## src/rtl/l2_noc2_sink_pkg.sv

```systemverilog
// l2_noc2_sink_pkg
//   Shared definitions for the NoC2 sink and other NoC bench blocks:
//   OpenPiton header bit positions, the header-field struct with an unpack
//   helper, and the sink FSM state encoding.
package l2_noc2_sink_pkg;

    localparam int FLIT_W = 64;

    // Header field bit positions within a 64-bit header flit
    localparam int HDR_CHIPID_HI = 63;
    localparam int HDR_CHIPID_LO = 50;
    localparam int HDR_X_HI      = 49;
    localparam int HDR_X_LO      = 42;
    localparam int HDR_Y_HI      = 41;
    localparam int HDR_Y_LO      = 34;
    localparam int HDR_FBITS_HI  = 33;
    localparam int HDR_FBITS_LO  = 30;
    localparam int HDR_LEN_HI    = 29;
    localparam int HDR_LEN_LO    = 22;
    localparam int HDR_MSG_HI    = 21;
    localparam int HDR_MSG_LO    = 14;
    localparam int HDR_MSHR_HI   = 13;
    localparam int HDR_MSHR_LO   = 6;
    localparam int HDR_RSVD_HI   = 5;

    typedef enum logic [1:0] {
        ST_HDR,
        ST_PAYLOAD,
        ST_DROP,
        ST_HOLD
    } sink_state_e;

    // Field order mirrors the bit positions above, so the struct packs back
    // to the original 64-bit flit unchanged.
    typedef struct packed {
        logic [13:0] chipid;
        logic [7:0]  x;
        logic [7:0]  y;
        logic [3:0]  fbits;
        logic [7:0]  len;
        logic [7:0]  msg_type;
        logic [7:0]  mshr;
        logic [5:0]  rsvd;
    } noc_hdr_t;

    function automatic noc_hdr_t hdr_unpack(input logic [FLIT_W-1:0] f);
        noc_hdr_t h;
        h          = '0;
        h.chipid   = f[HDR_CHIPID_HI:HDR_CHIPID_LO];
        h.x        = f[HDR_X_HI:HDR_X_LO];
        h.y        = f[HDR_Y_HI:HDR_Y_LO];
        h.fbits    = f[HDR_FBITS_HI:HDR_FBITS_LO];
        h.len      = f[HDR_LEN_HI:HDR_LEN_LO];
        h.msg_type = f[HDR_MSG_HI:HDR_MSG_LO];
        h.mshr     = f[HDR_MSHR_HI:HDR_MSHR_LO];
        h.rsvd     = f[HDR_RSVD_HI:0];
        return h;
    endfunction

endpackage

```

## src/rtl/l2_noc2_sink_if.sv

```systemverilog
// l2_noc2_sink_if
//   Flit channel (L2 -> sink) plus packet channel (sink -> consumer).
//   master : the L2 / consumer side (bench)
//   slave  : the sink
//   noc2_valid_in/noc2_data_in/noc2_ready_out : flit valid/ready handshake
//   throttle      : forces noc2_ready_out low
//   pkt_valid/pkt_ready : packet-level handshake
//   pkt_hdr/pkt_len/pkt_dest_err : captured header, payload length, dest flag
//   pkt_rd_idx/pkt_rd_data       : combinational payload read port
interface l2_noc2_sink_if #(
    parameter int MAX_PAYLOAD = 8
);
    import l2_noc2_sink_pkg::*;

    localparam int IDX_W = (MAX_PAYLOAD > 1) ? $clog2(MAX_PAYLOAD) : 1;

    logic              noc2_valid_in;
    logic [FLIT_W-1:0] noc2_data_in;
    logic              noc2_ready_out;
    logic              throttle;

    logic              pkt_valid;
    logic              pkt_ready;
    logic [FLIT_W-1:0] pkt_hdr;
    logic [7:0]        pkt_len;
    logic              pkt_dest_err;
    logic [IDX_W-1:0]  pkt_rd_idx;
    logic [FLIT_W-1:0] pkt_rd_data;

    modport master (
        output noc2_valid_in, noc2_data_in, throttle, pkt_ready, pkt_rd_idx,
        input  noc2_ready_out, pkt_valid, pkt_hdr, pkt_len, pkt_dest_err,
               pkt_rd_data
    );

    modport slave (
        input  noc2_valid_in, noc2_data_in, throttle, pkt_ready, pkt_rd_idx,
        output noc2_ready_out, pkt_valid, pkt_hdr, pkt_len, pkt_dest_err,
               pkt_rd_data
    );

endinterface

```

## src/rtl/noc_flit_buffer.sv

```systemverilog
// noc_flit_buffer
//   DEPTH x 64 payload register file, one write port and one combinational
//   read port. Contents are not reset.
//   clk     : clock
//   wr_en   : write strobe
//   wr_ptr  : write address, one bit wider than the index so a full count
//             can be passed straight in; out-of-range writes are ignored
//   wr_data : write data
//   rd_idx  : read address
//   rd_data : read data (0 for out-of-range index)
module noc_flit_buffer
    import l2_noc2_sink_pkg::*;
#(
    parameter int DEPTH = 8,
    parameter int IDX_W = (DEPTH > 1) ? $clog2(DEPTH) : 1
) (
    input  logic              clk,
    input  logic              wr_en,
    input  logic [IDX_W:0]    wr_ptr,
    input  logic [FLIT_W-1:0] wr_data,
    input  logic [IDX_W-1:0]  rd_idx,
    output logic [FLIT_W-1:0] rd_data
);

    localparam logic [IDX_W:0] DEPTH_W = (IDX_W + 1)'(DEPTH);

    logic [DEPTH-1:0][FLIT_W-1:0] mem;

    always_ff @(posedge clk) begin
        if (wr_en && (wr_ptr < DEPTH_W)) begin
            mem[wr_ptr[IDX_W-1:0]] <= wr_data;
        end
    end

    always_comb begin
        rd_data = '0;
        if ({1'b0, rd_idx} < DEPTH_W) begin
            rd_data = mem[rd_idx];
        end
    end

endmodule

```

## src/rtl/l2_noc2_sink.sv

```systemverilog
// l2_noc2_sink
//   Terminates the L2 NoC2 response channel: accepts flits, decodes the
//   header, assembles the payload into a local buffer, and presents the whole
//   packet through a packet-level valid/ready handshake. Oversize packets are
//   swallowed and counted; misrouted packets are flagged but still delivered.
//   clk, rst        : clock, synchronous active-high reset
//   my_chipid/x/y   : expected destination
//   bus (slave)     : flit channel + packet channel, see l2_noc2_sink_if
//   pkt_count       : packets delivered (wraps)
//   len_err_count   : oversize packets dropped (saturates)
//   MAX_PAYLOAD must be below 256 so it fits the 8-bit header length field.
module l2_noc2_sink
    import l2_noc2_sink_pkg::*;
#(
    parameter int MAX_PAYLOAD = 8,
    parameter int CNT_W       = 16
) (
    input  logic              clk,
    input  logic              rst,
    input  logic [13:0]       my_chipid,
    input  logic [7:0]        my_x,
    input  logic [7:0]        my_y,
    l2_noc2_sink_if.slave     bus,
    output logic [CNT_W-1:0]  pkt_count,
    output logic [CNT_W-1:0]  len_err_count
);

    localparam int         IDX_W   = (MAX_PAYLOAD > 1) ? $clog2(MAX_PAYLOAD) : 1;
    localparam logic [7:0] MAX_LEN = 8'(MAX_PAYLOAD);

    sink_state_e    state;
    noc_hdr_t       hdr_q;
    noc_hdr_t       in_hdr;
    logic [7:0]     remain;
    logic [IDX_W:0] wr_ptr;
    logic           pkt_valid_q;
    logic           dest_err_q;
    logic           flit_acc;
    logic           dest_mismatch;
    logic           buf_wr_en;
    logic [FLIT_W-1:0] buf_rd_data;

    assign in_hdr        = hdr_unpack(bus.noc2_data_in);
    assign dest_mismatch = (in_hdr.chipid != my_chipid) ||
                           (in_hdr.x != my_x) || (in_hdr.y != my_y);

    assign bus.noc2_ready_out = !bus.throttle && (state != ST_HOLD);
    assign flit_acc           = bus.noc2_valid_in && bus.noc2_ready_out;
    assign buf_wr_en          = flit_acc && (state == ST_PAYLOAD);

    assign bus.pkt_valid    = pkt_valid_q;
    assign bus.pkt_hdr      = hdr_q;
    assign bus.pkt_len      = hdr_q.len;
    assign bus.pkt_dest_err = dest_err_q;

    // Entries past the current packet length read as zero so stale data from
    // an earlier, longer packet never leaks to the consumer.
    assign bus.pkt_rd_data = (8'(bus.pkt_rd_idx) < hdr_q.len) ? buf_rd_data : '0;

    noc_flit_buffer #(
        .DEPTH (MAX_PAYLOAD),
        .IDX_W (IDX_W)
    ) u_buf (
        .clk     (clk),
        .wr_en   (buf_wr_en),
        .wr_ptr  (wr_ptr),
        .wr_data (bus.noc2_data_in),
        .rd_idx  (bus.pkt_rd_idx),
        .rd_data (buf_rd_data)
    );

    always_ff @(posedge clk) begin
        if (rst) begin
            state         <= ST_HDR;
            hdr_q         <= '0;
            remain        <= '0;
            wr_ptr        <= '0;
            pkt_valid_q   <= 1'b0;
            dest_err_q    <= 1'b0;
            pkt_count     <= '0;
            len_err_count <= '0;
        end else begin
            case (state)
                ST_HDR: begin
                    if (flit_acc) begin
                        hdr_q      <= in_hdr;
                        remain     <= in_hdr.len;
                        dest_err_q <= dest_mismatch;
                        wr_ptr     <= '0;
                        if (in_hdr.len == 8'd0) begin
                            state       <= ST_HOLD;
                            pkt_valid_q <= 1'b1;
                        end else if (in_hdr.len > MAX_LEN) begin
                            state <= ST_DROP;
                        end else begin
                            state <= ST_PAYLOAD;
                        end
                    end
                end
                ST_PAYLOAD: begin
                    if (flit_acc) begin
                        wr_ptr <= wr_ptr + 1'b1;
                        remain <= remain - 8'd1;
                        if (remain == 8'd1) begin
                            state       <= ST_HOLD;
                            pkt_valid_q <= 1'b1;
                        end
                    end
                end
                ST_DROP: begin
                    if (flit_acc) begin
                        remain <= remain - 8'd1;
                        if (remain == 8'd1) begin
                            state <= ST_HDR;
                            if (len_err_count != {CNT_W{1'b1}}) begin
                                len_err_count <= len_err_count + 1'b1;
                            end
                        end
                    end
                end
                ST_HOLD: begin
                    if (bus.pkt_ready) begin
                        state       <= ST_HDR;
                        pkt_valid_q <= 1'b0;
                        pkt_count   <= pkt_count + 1'b1;
                        wr_ptr      <= '0;
                    end
                end
                default: state <= ST_HDR;
            endcase
        end
    end

endmodule

```

## src/flat_wrapper.sv

```systemverilog
// flat-port wrapper written by rule: the top's interface ports become plain ports
module l2_noc2_sink_flat import l2_noc2_sink_pkg::*;
#(
    parameter int MAX_PAYLOAD = 8,
    parameter int CNT_W       = 16
)
  (clk, rst, my_chipid, my_x, my_y, pkt_count, len_err_count, bus_noc2_valid_in, bus_noc2_data_in, bus_throttle, bus_pkt_ready, bus_pkt_rd_idx, bus_noc2_ready_out, bus_pkt_valid, bus_pkt_hdr, bus_pkt_len, bus_pkt_dest_err, bus_pkt_rd_data);
  l2_noc2_sink_if #(.MAX_PAYLOAD(MAX_PAYLOAD)) bus_i ();
  input  logic clk;
  input  logic rst;
  input  logic [13:0] my_chipid;
  input  logic [7:0] my_x;
  input  logic [7:0] my_y;
  output logic [CNT_W-1:0] pkt_count;
  output logic [CNT_W-1:0] len_err_count;
  input wire logic [$bits(bus_i.noc2_valid_in)-1:0] bus_noc2_valid_in;
  input wire logic [$bits(bus_i.noc2_data_in)-1:0] bus_noc2_data_in;
  input wire logic [$bits(bus_i.throttle)-1:0] bus_throttle;
  input wire logic [$bits(bus_i.pkt_ready)-1:0] bus_pkt_ready;
  input wire logic [$bits(bus_i.pkt_rd_idx)-1:0] bus_pkt_rd_idx;
  output wire logic [$bits(bus_i.noc2_ready_out)-1:0] bus_noc2_ready_out;
  output wire logic [$bits(bus_i.pkt_valid)-1:0] bus_pkt_valid;
  output wire logic [$bits(bus_i.pkt_hdr)-1:0] bus_pkt_hdr;
  output wire logic [$bits(bus_i.pkt_len)-1:0] bus_pkt_len;
  output wire logic [$bits(bus_i.pkt_dest_err)-1:0] bus_pkt_dest_err;
  output wire logic [$bits(bus_i.pkt_rd_data)-1:0] bus_pkt_rd_data;
  assign bus_i.noc2_valid_in = bus_noc2_valid_in;
  assign bus_i.noc2_data_in = bus_noc2_data_in;
  assign bus_i.throttle = bus_throttle;
  assign bus_i.pkt_ready = bus_pkt_ready;
  assign bus_i.pkt_rd_idx = bus_pkt_rd_idx;
  assign bus_noc2_ready_out = bus_i.noc2_ready_out;
  assign bus_pkt_valid = bus_i.pkt_valid;
  assign bus_pkt_hdr = bus_i.pkt_hdr;
  assign bus_pkt_len = bus_i.pkt_len;
  assign bus_pkt_dest_err = bus_i.pkt_dest_err;
  assign bus_pkt_rd_data = bus_i.pkt_rd_data;
  l2_noc2_sink #(.MAX_PAYLOAD(MAX_PAYLOAD), .CNT_W(CNT_W)) u_core (.clk(clk), .rst(rst), .my_chipid(my_chipid), .my_x(my_x), .my_y(my_y), .bus(bus_i), .pkt_count(pkt_count), .len_err_count(len_err_count));
endmodule
```

## config.mk

```make
export PLATFORM = sky130hd
export DESIGN_NAME = l2_noc2_sink_flat
export DESIGN_NICKNAME = d
export VERILOG_FILES = /design/src/rtl/l2_noc2_sink_pkg.sv /design/src/rtl/l2_noc2_sink_if.sv /design/src/rtl/noc_flit_buffer.sv /design/src/rtl/l2_noc2_sink.sv /design/src/flat_wrapper.sv
export SDC_FILE = /design/constraint.sdc
export NUM_CORES = 1
export LEC_CHECK = 0
export CAP_MARGIN = 20
export CORE_MARGIN = 2
export CORE_UTILIZATION = 51
export CTS_CLUSTER_DIAMETER = 100
export DETAILED_ROUTE_END_ITERATION = 8
export PLACE_DENSITY = 0.81
export REMOVE_ABC_BUFFERS = 1
export SKIP_LAST_GASP = 1
export SLEW_MARGIN = 15
export SYNTH_ARGS = -nofsm -noshare
export SYNTH_HDL_FRONTEND = slang
export SYNTH_HIERARCHICAL = 1
export SYNTH_SLANG_ARGS = --single-unit
```

## constraint.sdc

```tcl
create_clock -name clk -period 8.13 [get_ports clk]
set_input_delay 2.439 -clock clk [delete_from_list [all_inputs] [get_ports clk]]
set_output_delay 2.439 -clock clk [all_outputs]
set_load 0.1 [all_outputs]
```

* Word-level counts from Yosys, hierarchy flattened *
Index checks and enable logic that the tools add are counted.

word-level totals
  input port bits = 102
  register bits after elaboration = 624

cells by class
  eq/ne operators = 17
  reduce and logical (&&, ||, !) cells = 20
  magnitude comparators = 6
  multiplexer cells = 28
  $add $sub $neg = 4

operators by type and width
  cell                                                                      number
  512-bit bitwise mux                                                       1
  64-bit binary-select mux with 3-bit select                                1
  64-bit demux with 3-bit select                                            1
  64-bit two-way mux                                                        3
  16-bit by 1-bit adder with 16-bit output (second input constant)          2
  2-bit two-way mux                                                         8
  8-bit two-way mux                                                         2
  16-bit inequality test (second input constant)                            1
  8-bit inequality test                                                     2
  8-bit one-hot mux with 2 select lines                                     1
  14-bit inequality test                                                    1
  4-bit two-way mux                                                         3
  2-bit by 1-bit inequality test with 1-bit output (second input constant)  6
  4-bit one-hot mux with 3 select lines                                     1
  6-bit AND reduction                                                       2
  8-bit by 1-bit equality test with 1-bit output (second input constant)    1
  8-bit by 4-bit > comparator with 1-bit output (second input constant)     1
  8-bit logical NOT                                                         1
  3-bit by 4-bit < comparator with 1-bit output (second input constant)     2
  3-bit by 8-bit < comparator with 1-bit output                             1
  2-bit one-hot mux with 4 select lines                                     1
  4-bit AND reduction                                                       2
  8-bit by 1-bit subtractor with 8-bit output (second input constant)       1
  2-bit inequality test (second input constant)                             3
  16 further kinds                                                          27

* Logic depth before layout (Yosys ltp) *
  word-level depth = 5
  mapped depth = 9
  gate-level depth less buffers = 6

* Hierarchy *
The synthesis kept the hierarchy.

modules (own cells, without submodules)
  module           instances  sequential area each (um^2)  cells each  area each (um^2)
  noc_flit_buffer  1          15374.7                      752         19272.2
  l2_noc2_sink     1          2242.2                       732         5841.9

* Worst setup path before layout *
OpenSTA, ideal clock, no wires.

  path kind = input-to-reg
  start point = input bus_throttle
  end point = register u_core/u_buf/mem[0] (netlist name), enable pin
  library setup time = 565 ps
  data required time = 7565 ps
  stages on the path = 5
  data arrival time = 7912 ps
  path slack = -346 ps
  cell sequence = nor3b_1 -> clkbuf_1 -> and2_1 -> or3b_2 -> nor3_1

between the ends
  cells in the longest elaborated chain, start to end = 5

RTL lines
  item                            line                   RTL
  start: declaration              flat_wrapper.sv:18     input wire logic [$bits(bus_i.throttle)-1:0] bus_throttle;
  1-bit logical NOT               l2_noc2_sink.sv:47     assign bus.noc2_ready_out = !bus.throttle && (state != ST_HOLD);
  1-bit logical AND               l2_noc2_sink.sv:47
  1-bit logical AND               l2_noc2_sink.sv:48     assign flit_acc = bus.noc2_valid_in && bus.noc2_ready_out;
  1-bit logical AND               l2_noc2_sink.sv:49     assign buf_wr_en = flit_acc && (state == ST_PAYLOAD);
  net u_core.buf_wr_en            l2_noc2_sink.sv:40     logic buf_wr_en;
  1-bit logical AND               noc_flit_buffer.sv:30  if (wr_en && (wr_ptr < DEPTH_W)) begin
  end signal: indexed assignment  noc_flit_buffer.sv:31  mem[wr_ptr[IDX_W-1:0]] <= wr_data;
  end: declaration                noc_flit_buffer.sv:27  logic [DEPTH-1:0][FLIT_W-1:0] mem;

The timed path passes the listed nets, and every way through them passes these cells.
A chain may end at the register's enable or synchronous reset.

* Worst setup path after layout *
  start point = input bus_pkt_rd_idx[0]
  end point = output bus_pkt_rd_data[13]

between the ends
  cells in the longest elaborated chain, start to end = 3
  elaborated cells between the ends (all ways) = 4
  those cells by class = order compare: 1; mux: 3

RTL lines
  item                                        line                   RTL
  start: declaration                          flat_wrapper.sv:20     input wire logic [$bits(bus_i.pkt_rd_idx)-1:0] bus_pkt_rd_idx;
  64-bit binary-select mux with 3-bit select  noc_flit_buffer.sv:38  rd_data = mem[rd_idx];
  64-bit two-way mux (implied by the code)    noc_flit_buffer.sv:38
  net u_core.buf_rd_data[13]                  l2_noc2_sink.sv:41     logic [FLIT_W-1:0] buf_rd_data;
  64-bit two-way mux                          l2_noc2_sink.sv:58     assign bus.pkt_rd_data = (8'(bus.pkt_rd_idx) < hdr_q.len) ? buf_rd_data : '0;
  end: declaration                            flat_wrapper.sv:26     output wire logic [$bits(bus_i.pkt_rd_data)-1:0] bus_pkt_rd_data;

The timed path passes the listed nets, and every way through them passes these cells. The select of a mux whose other input is x is not followed.

==> run metrics <==
EDFF count, synth=512; Reg clk slew, reported paths=0.06 ns; CTS tree=built; area of the multi-input gates=7050 µm²; Die Ht=226 µm; slowest stage delay, CP=0.58 ns; 1st-iter DRT viols=1,270; Post-CTS Setup Inserts=0; reg2reg start=u_core/state[0]; static leakage=9.89 nW; Max-Cap Viols=0; I/O pin count=273; Final Skew=0.0168 ns; Overflow after GRT=0; Final Util=0.632; share of the synthesized area in the top cell type=0.612; Tot GR Track Use=0.230; nets=1,868; Setup violations, final=0; WS Path Type=primary input to primary output; crit end category=primary output; remaining antenna violation count=0; asr flop ratio synth=0; initial antenna violation count=0; gpl congestion=0.806; Starting Density=0.515; Area Growth Syn to Fin=22.6%; worst-margin pin slew=1.14 ns; HP Start=u_core/bus.pkt_hdr[19]; critical path required time=5.69 ns; crit path DAT=4.68 ns; Worst Setup Start Kind=primary input; prevailing post-synth register cell=edfxtp_1; fillers=3,334; CTS Buffer Depth=3; area of the mapped netlist=25,100 µm²; number of synthesized register bits=624; Hold WS=0.451 ns; number of CTS-inserted buffers=61; Synth warnings=6; part of the cycle the worst path needs=0.876; layout cells sized above 1=0.224; core box area=48,700 µm²; FP Rows=81; hold crit path type=flop to flop; max_slew headroom=0.238; RR Endpoint=u_core/u_buf/mem[51]; Power per Cell Area=269 nW/µm²; CP bufs+invs=3; # diodes=0; Worst R2R Path Depth=7; vias in the first global route=14,800; DRC viols=0; Hold Buf Count CTS=0; total wire length=58,100 µm; Die Wd=226 µm; register area=17,600 µm²; fmax=140 MHz; clock latency at the later pin of the worst-skew pair=0.64 ns; Detail Placement HPWL=33,400 µm; htree depth=2; Root Driver=clkbuf_16; per-cell routed wire length=23.5 µm; status=finished clean; Vias/cell=5.82; Area contributors post-synth=edfxtp_1 61%, mux4_2 11%, dfxtp_1 8.9%; hold depth=2; fin crit period=7.12 ns; global-route wire length before repair=87,100 µm; Max Slew Vio Count=0; Yosys top cell by area=edfxtp_1; via count=14,400; DRT Pass-1 Iters=5; Hold Path End=u_core/bus.pkt_hdr[19]; Critical Path Fanout Max=47; Fin. Hold Viols=0; Seq/Total Area, Yosys=0.701; worst reg2reg setup slack=4.65 ns; die area=51,000 µm²; Yosys cell types=62; Synth Area per Inst=16.9 µm²; Mapped Cells=1,484; Crit-path slowest cell=mux4_2; Peak VDD IR=0.197 mV; crit path from=bus_pkt_rd_idx[0]; Top delay family on crit path=buffers and inverters; clock sinks=624; worst-path cell chain=clkbuf_8 -> buf_4 -> mux4_2 -> mux2_2 -> a21boi_0 -> buf_12; IO buf count=272; largest net degree at the start of global routing=83; RSZ-0062 raised after global routing=false; post-cts repair resize count=0
-- cell type report --
| class | instances | area share |
|---|---|---|
| Inverter | 11 | 0.00134 |
| Tap cell | 664 | 0.0270 |
| Clock inverter | 39 | 0.0106 |
| Sequential cell | 624 | 0.572 |
| Timing Repair Buffer | 299 | 0.108 |
| Clock buffer | 75 | 0.0526 |
| Multi-Input combinational cell | 757 | 0.229 |
-- synth_stat cells, drive strengths merged, types with 3 or more instances --
cell,n
a21boi,66
a21oi,98
a31oi,3
and2,4
and3,6
and4,5
buf,43
clkbuf,49
dfxtp,112
edfxtp,512
ha,12
inv,11
mux2,67
mux4,128
nand2,148
nand2b,3
nand3,16
nand3b,3
nand4,16
nor2,30
nor2b,8
nor3,7
nor3b,3
nor4,9
o211ai,3
o21ai,19
o31ai,13
or3,8
or4,17
xnor2,29
xor2,10
-- tightest hold or removal path, stage by stage, from the launching register on --
cell and delay, ns:
dfxtp_1 0.31, nand2_1 0.05, a21oi_1 0.05
-- sequential cells by signal (all words and copies together), names as in the netlist --
signal	cells
u_core/state	2
u_core/bus.pkt_len	8
u_core/len_err_count	16
u_core/bus.pkt_hdr	56
u_core/wr_ptr	4
u_core/pkt_count	16
u_core/remain	8
u_core/u_buf/mem	512
u_core/bus.pkt_dest_err	1
u_core/bus.pkt_valid	1
-- cells by family (layout without fill, tap and decap cells) --
| group | after synthesis | in the layout | share of synthesized area |
|---|---|---|---|
| simple gates | 290 | 290 | 0.0574 |
| fa+ha+maj | 12 | 12 | 0.00598 |
| buf+inv | 103 | 424 | 0.0207 |
| flops | 624 | 624 | 0.701 |
| mux | 196 | 196 | 0.145 |
| xor+xnor | 39 | 39 | 0.0136 |
| compound gates | 220 | 220 | 0.0556 |
-- how the worst max path moves through the flow --
stage | slack, ns | to | cells past startpoint
final | 1.01 | bus_pkt_rd_data[13] | 6
after global routing | 0.82 | bus_pkt_rd_data[42] | 6
after CTS | 0.96 | bus_pkt_rd_data[42] | 6
after detailed placement | 0.96 | bus_pkt_rd_data[42] | 6
after global placement | 0.96 | bus_pkt_rd_data[42] | 6
after floorplan | -0.53 | u_core/u_buf/mem[0] | 4
-- cells in the final DEF (no fill, tap or decap), types with 10 or more instances in the layout --
cell,synthesis,routed
a21boi_0,66,66
a21oi_1,98,98
buf_12,0,44
buf_4,12,49
clkbuf_1,49,11
clkbuf_16,0,62
clkdlybuf4s50_1,0,204
clkinv_1,0,10
clkinv_2,0,17
dfxtp_1,112,112
edfxtp_1,512,512
ha_1,12,12
inv_1,11,11
mux2_2,66,66
mux4_2,128,128
nand2_1,147,146
nand3_1,16,16
nand4_1,14,14
nor2_1,30,23
o21ai_0,16,16
o31ai_1,13,13
or4_1,17,17
xnor2_1,29,29
xor2_1,10,10
-- metal layers --
| metal | track usage | wire (µm) |
|---|---|---|
| met1 | 0.304 | 23000 |
| met2 | 0.383 | 29000 |
| met3 | 0.0448 | 4510 |
| met4 | 0.0803 | 1600 |
| met5 | 0 | 0 |
-- report_power, final --
| part | internal (mW) | switching, mW | total (mW) | leakage [nW] |
|---|---|---|---|---|
| Clock | 1.54 | 1.18 | 2.72 | 0.964 |
| Sequential | 3.53 | 0.0472 | 3.58 | 5.51 |
| Combinational | 0.551 | 1.42 | 1.97 | 3.41 |
-- per-stage QoR --
| step | area, µm² | power [mW] | TNS, ns | cells | setup WS (ns) |
|---|---|---|---|---|---|
| 2_1_floorplan | 24600 | 4.94 | -47.45 | 1392 | -0.528 |
| 3_3_place_gp | 28900 | 5.59 | 0 | 2355 | 0.960 |
| 3_5_place_dp | 28900 | 5.61 | 0 | 2355 | 0.957 |
| 4_1_cts | 30800 | 8.33 | 0 | 2469 | 0.960 |
| 5_1_grt | 30800 | 8.53 | 0 | 2469 | 0.820 |
| 6_report | 30800 | 8.27 | 0 | 2469 | 1.01 |
(Power assumes the default switching activity.)
